===== config.mk =====
export PLATFORM = sky130hd
export DESIGN_NAME = hamster_pop_ctrl
export DESIGN_NICKNAME = d
export VERILOG_FILES = /design/src/rtl/hamster_pop_ctrl_pkg.sv /design/src/rtl/hamster_lfsr.sv /design/src/rtl/hamster_pop_ctrl.sv
export SDC_FILE = /design/constraint.sdc
export NUM_CORES = 1
export LEC_CHECK = 0
export ABC_CLOCK_PERIOD_IN_PS = 5200
export CAP_MARGIN = 20
export CORE_ASPECT_RATIO = 1.4
export CORE_UTILIZATION = 50
export DETAILED_ROUTE_END_ITERATION = 16
export PLACE_DENSITY = 0.73
export RECOVER_POWER = 100
export SETUP_SLACK_MARGIN = 0.5
export SYNTH_ARGS = -nofsm -noshare
export SYNTH_HDL_FRONTEND = slang
export SYNTH_HIERARCHICAL = 1
export SYNTH_SLANG_ARGS = --single-unit

===== constraint.sdc =====
create_clock -name clk -period 5.2 [get_ports clk]
set_input_delay 0.78 -clock clk [delete_from_list [all_inputs] [get_ports clk]]
set_output_delay 0.78 -clock clk [all_outputs]
set_load 0.05 [all_outputs]

===== src/rtl/hamster_pop_ctrl_pkg.sv =====
// Shared encodings and helpers for the whack-a-mole mole generator.
package hamster_pop_ctrl_pkg;

    // Game FSM states driven into the mole controller.
    localparam logic [1:0] HOLD = 2'b00;
    localparam logic [1:0] POP  = 2'b01;
    localparam logic [1:0] HIT  = 2'b10;
    localparam logic [1:0] STOP = 2'b11;

    // Internal controller states.
    localparam logic [1:0] IDLE   = 2'b00;
    localparam logic [1:0] GAP    = 2'b01;
    localparam logic [1:0] UP     = 2'b10;
    localparam logic [1:0] FREEZE = 2'b11;

    localparam logic [7:0] LFSR_SEED = 8'hA5;

    // Fold the low LFSR nibble onto 0..9 and avoid repeating the last hole.
    function automatic logic [3:0] pick_hole(input logic [7:0] l, input logic [3:0] last);
        logic [3:0] h;
        h = (l[3:0] >= 4'd10) ? (l[3:0] - 4'd10) : l[3:0];
        if (h == last) begin
            h = (h == 4'd9) ? 4'd0 : (h + 4'd1);
        end
        return h;
    endfunction

    function automatic logic [9:0] hole_onehot(input logic [3:0] h);
        return 10'd1 << h;
    endfunction

    // Two-digit BCD increment {tens, ones}, saturating at 99.
    function automatic logic [7:0] bcd_inc_sat(input logic [7:0] s);
        logic [7:0] r;
        if (s == 8'h99) begin
            r = s;
        end else if (s[3:0] == 4'd9) begin
            r = {s[7:4] + 4'd1, 4'd0};
        end else begin
            r = {s[7:4], s[3:0] + 4'd1};
        end
        return r;
    endfunction

endpackage


===== src/rtl/hamster_lfsr.sv =====
// Free-running 8-bit Fibonacci LFSR (taps 8,6,5,4) used for hole selection.
module hamster_lfsr
    import hamster_pop_ctrl_pkg::*;
(
    input  logic       clk,
    input  logic       rst,
    output logic [7:0] lfsr_o
);

    logic [7:0] lfsr_q;
    logic [7:0] lfsr_d;

    // Shift left with feedback into bit 0; never reaches zero from the seed.
    always_comb begin
        lfsr_d = {lfsr_q[6:0], lfsr_q[7] ^ lfsr_q[5] ^ lfsr_q[4] ^ lfsr_q[3]};
    end

    // Advance every clock, reload the non-zero seed on reset.
    always_ff @(posedge clk) begin
        if (rst) begin
            lfsr_q <= LFSR_SEED;
        end else begin
            lfsr_q <= lfsr_d;
        end
    end

    assign lfsr_o = lfsr_q;

endmodule


===== src/rtl/hamster_pop_ctrl.sv =====
// Mole generator and hit detector: pops moles at pseudo-random holes, times
// each pop and keeps a saturating two-digit BCD score.
module hamster_pop_ctrl
    import hamster_pop_ctrl_pkg::*;
#(
    parameter int unsigned MOLE_TICKS = 150,
    parameter int unsigned GAP_TICKS  = 20
) (
    input  logic       clk,
    input  logic       rst,
    input  logic [1:0] state,
    input  logic       tick_100,
    input  logic [9:0] hit_btn,
    output logic [9:0] hamster_op,
    output logic       led_test_op,
    output logic [3:0] score1,
    output logic [3:0] score0
);

    localparam int unsigned MAX_TICKS = (MOLE_TICKS > GAP_TICKS) ? MOLE_TICKS : GAP_TICKS;
    localparam int unsigned CNT_W     = (MAX_TICKS > 2) ? $clog2(MAX_TICKS) : 1;
    localparam logic [CNT_W-1:0] MOLE_LAST = CNT_W'(MOLE_TICKS - 1);
    localparam logic [CNT_W-1:0] GAP_LAST  = CNT_W'(GAP_TICKS - 1);

    logic [7:0]       lfsr;
    logic [1:0]       fsm_q,   fsm_d;
    logic [CNT_W-1:0] cnt_q,   cnt_d;
    logic [3:0]       hole_q,  hole_d;
    logic [9:0]       ham_q,   ham_d;
    logic             led_q,   led_d;
    logic [7:0]       score_q, score_d;
    logic [3:0]       new_hole;
    logic             hit_ok;

    hamster_lfsr u_lfsr (
        .clk    (clk),
        .rst    (rst),
        .lfsr_o (lfsr)
    );

    // Only the press on the lit hole counts; other bits are ignored.
    assign hit_ok   = |(hit_btn & ham_q);
    assign new_hole = pick_hole(lfsr, hole_q);

    // Next-state logic: HOLD beats STOP beats everything the pop FSM does.
    always_comb begin
        fsm_d   = fsm_q;
        cnt_d   = cnt_q;
        hole_d  = hole_q;
        ham_d   = ham_q;
        score_d = score_q;
        led_d   = 1'b0;
        if (state == HOLD) begin
            fsm_d   = IDLE;
            score_d = '0;
            ham_d   = '0;
            cnt_d   = '0;
        end else if (state == STOP) begin
            fsm_d = FREEZE;
            ham_d = '0;
        end else begin
            case (fsm_q)
                IDLE: begin
                    if (state == POP || state == HIT) begin
                        fsm_d = GAP;
                        cnt_d = '0;
                    end
                end
                GAP: begin
                    if (tick_100) begin
                        if (cnt_q == GAP_LAST) begin
                            hole_d = new_hole;
                            ham_d  = hole_onehot(new_hole);
                            cnt_d  = '0;
                            fsm_d  = UP;
                        end else begin
                            cnt_d = cnt_q + CNT_W'(1);
                        end
                    end
                end
                UP: begin
                    if (hit_ok) begin
                        led_d   = 1'b1;
                        score_d = bcd_inc_sat(score_q);
                        ham_d   = '0;
                        cnt_d   = '0;
                        fsm_d   = GAP;
                    end else if (tick_100) begin
                        if (cnt_q == MOLE_LAST) begin
                            ham_d = '0;
                            cnt_d = '0;
                            fsm_d = GAP;
                        end else begin
                            cnt_d = cnt_q + CNT_W'(1);
                        end
                    end
                end
                FREEZE: begin
                    fsm_d = FREEZE;
                end
                default: begin
                    fsm_d = IDLE;
                end
            endcase
        end
    end

    // State and output registers with synchronous reset.
    always_ff @(posedge clk) begin
        if (rst) begin
            fsm_q   <= IDLE;
            cnt_q   <= '0;
            hole_q  <= '0;
            ham_q   <= '0;
            led_q   <= 1'b0;
            score_q <= '0;
        end else begin
            fsm_q   <= fsm_d;
            cnt_q   <= cnt_d;
            hole_q  <= hole_d;
            ham_q   <= ham_d;
            led_q   <= led_d;
            score_q <= score_d;
        end
    end

    assign hamster_op  = ham_q;
    assign led_test_op = led_q;
    assign score1      = score_q[7:4];
    assign score0      = score_q[3:0];

endmodule


==> flow_metrics.env <==
export IMPL_overflow=0
export IMPL_synthCells=301
export IMPL_finalCritPeriodShare=0.644
export IMPL_pwr_share_comb=0.189
export IMPL_holdWs_ps=416
export IMPL_status="complete, no violations"
export IMPL_drtPass1Iterations=5
export IMPL_rsz0062_at_grt="no"
export IMPL_wl_um=6100
export IMPL_setup_worst_path_class="in -> reg"
export IMPL_clk_latency_ps=290
export IMPL_start_util=0.529
export IMPL_cts_root_buf="clkbuf_8"
export IMPL_crit_buf_inv=1
export IMPL_dieArea_um2=5540
export IMPL_yosysWarnings=6
export IMPL_leakagePower_nw=1.17
export IMPL_drcViolationCount=0
export IMPL_clkTransAtPathRegs_ps=80
export IMPL_r2r_slack_ps=1880
export IMPL_finalSetupTns_ps=0
export IMPL_crit_start="hit_btn[1]"
export IMPL_track_usage=0.234
export IMPL_io_buffers=33
export IMPL_fin_crit_ps=3350
export IMPL_netlist_area_um2=2620
export IMPL_cts_resized=0
export IMPL_hpwl_um=4720
export IMPL_drt_iter0_markers=117
export IMPL_die_x_um=63.2
export IMPL_coreArea_um2=4950
export IMPL_reg2reg_to="hamster_op[7]"
export IMPL_regArea_um2=821
export IMPL_rr_startpoint="u_lfsr/lfsr_o[1]"
export IMPL_worst_slew_pin_slew_ps=1100
export IMPL_crit_required_ps=5400
export IMPL_wl_per_cell_um=15.5
export IMPL_max_freq_mhz=299
export IMPL_grt_use_met3=0.0326
export IMPL_syn_nets=329
export IMPL_hold_violations=0
export IMPL_drive_gt1_frac=0.0851
export IMPL_p_seq_frac=0.432
export IMPL_irDropWorstVdd_mv=0.231
export IMPL_relSlewSlack=0.262
export IMPL_syn_area_per_cell_um2=8.70
export IMPL_rows=30
export IMPL_worst_path_stages=7
export IMPL_slowest_stage="a211oi_1"
export IMPL_use_met2=0.449
export IMPL_grt_pass1_vias=2196
export IMPL_setup_viol=0
export IMPL_stdcell_area_um2=3040
export IMPL_critPathTopFamily="compound AO/OA/AOI/OAI gates"
export IMPL_die_h_um=87.6
export IMPL_reg2regPathDepth=8
export IMPL_cts_buffers=5
export IMPL_fillers=476
export IMPL_post_cts_repair_setup_buffers=0
export IMPL_synthToLayoutAreaGrowth_pct=16.0
export IMPL_io_pins=34
export IMPL_start_kind="input pin"
export IMPL_tritoncts="done"
export IMPL_globalplace_congestion=0.876
export IMPL_swShare=0.277
export IMPL_cp_end_kind="register"
export IMPL_crit_arrival_ps=3550
export IMPL_dpl_instance_area_um2=2940
export IMPL_fin_nets=356
export IMPL_clock_sinks=41
export IMPL_antenna_found_initial=0
export IMPL_max_cap_viol_count=0
export IMPL_crit_fanout=10
export IMPL_busiest_layer="met2"
export IMPL_htree_num_levels=2
export IMPL_multi_input_area_um2=1620
export IMPL_routed_via_density=5.91
export IMPL_endpoint="hamster_op[0]"
export IMPL_switchingPower_mw=0.218
export IMPL_postCtsHoldBufs=0
export IMPL_cpPeakStageDelay_ps=930
export IMPL_final_max_slew_violation_count=0
export IMPL_num_vias=2321
export IMPL_grt_first_pass_wirelength_um=10400
export IMPL_antennaDiodeCount=0
export IMPL_hold_path_depth=1
export IMPL_worstPathCellList="dlygate4sd3_1 > a22o_1 > a221oi_1 > o2111ai_1 > a211oi_1 > nand2_1 > o31ai_2"
export IMPL_grt_max_degree=21
export IMPL_antenna_left=0
export IMPL_clkPwrFrac=0.380
export IMPL_fin_skew_ps=6.60
export IMPL_power_density_nw_per_um2=259
export IMPL_hold_path_class="reg -> reg"
export IMPL_use_met1=0.261
export IMPL_cts_buffer_depth=2
export IMPL_internal_power_mw=0.568
-- per-stage QoR --
stage | utilization | instances | worst slack [ps] | power (mW)
floorplan | - | 301 | 2600 | 0.462
global placement | 0.594 | 385 | 1980 | 0.497
detailed placement | 0.594 | 385 | 1940 | 0.497
CTS | 0.621 | 393 | 2120 | 0.796
global route | 0.613 | 393 | 1550 | 0.824
finish | 0.613 | 393 | 1850 | 0.786
-- area by class of cell --
cell class,count,share of cell area
Sequential cell,41,0.270
Multi-Input combinational cell,232,0.532
Inverter,15,0.0185
Clock inverter,3,0.0214
Clock buffer,5,0.0227
Timing Repair Buffer,33,0.109
Tap cell,64,0.0264
-- how the worst min path moves through the flow --
| stage | from | end | slack (ps) |
|---|---|---|---|
| after floorplan | u_lfsr/lfsr_o[6] | u_lfsr/lfsr_o[7] | 390 |
| after global placement | u_lfsr/lfsr_o[6] | u_lfsr/lfsr_o[7] | 390 |
| after detailed placement | u_lfsr/lfsr_o[6] | u_lfsr/lfsr_o[7] | 400 |
| after CTS | u_lfsr/lfsr_o[6] | u_lfsr/lfsr_o[7] | 420 |
| after global routing | u_lfsr/lfsr_o[6] | u_lfsr/lfsr_o[7] | 450 |
| final | u_lfsr/lfsr_o[6] | u_lfsr/lfsr_o[7] | 420 |
-- placed cells by master (no fill, tap or decap), types with 5 or more instances in the layout --
| cell type | n |
|---|---|
| inv_1 | 15 |
| nand2_1 | 26 |
| and3_1 | 5 |
| a21oi_1 | 6 |
| nor2_1 | 24 |
| nand3_1 | 14 |
| nor2b_1 | 12 |
| o21ai_0 | 13 |
| ha_1 | 13 |
| o211ai_1 | 5 |
| clkdlybuf4s50_1 | 11 |
| xor2_1 | 6 |
| o31ai_1 | 8 |
| o41ai_1 | 7 |
| clkbuf_8 | 5 |
| nand3b_1 | 5 |
| dlygate4sd3_1 | 22 |
| a211oi_1 | 6 |
| dfxtp_1 | 41 |
| or2_2 | 6 |
-- registers in the layout (all words and copies together) (netlist names) --
register       cells
hamster_op        10
cnt_q              8
score_q            8
u_lfsr/lfsr_o      8
hole_q             4
fsm_q              2
led_test_op        1
-- routing by layer --
metal	vias up	wire length, um
met1	1102	2520
met4	0	102
met2	43	3330
met5	-	0
met3	10	145
li1	1166	-
-- power by group through the flow --
stage | Sequential, mW | Combinational (mW) | Clock (mW)
CTS | 0.340 | 0.152 | 0.305
floorplan | 0.335 | 0.127 | 0
finish | 0.339 | 0.148 | 0.298
global placement | 0.347 | 0.150 | 0
global route | 0.342 | 0.163 | 0.320
detailed placement | 0.347 | 0.150 | 0
No activity file was read; power rests on OpenSTA's default activity.
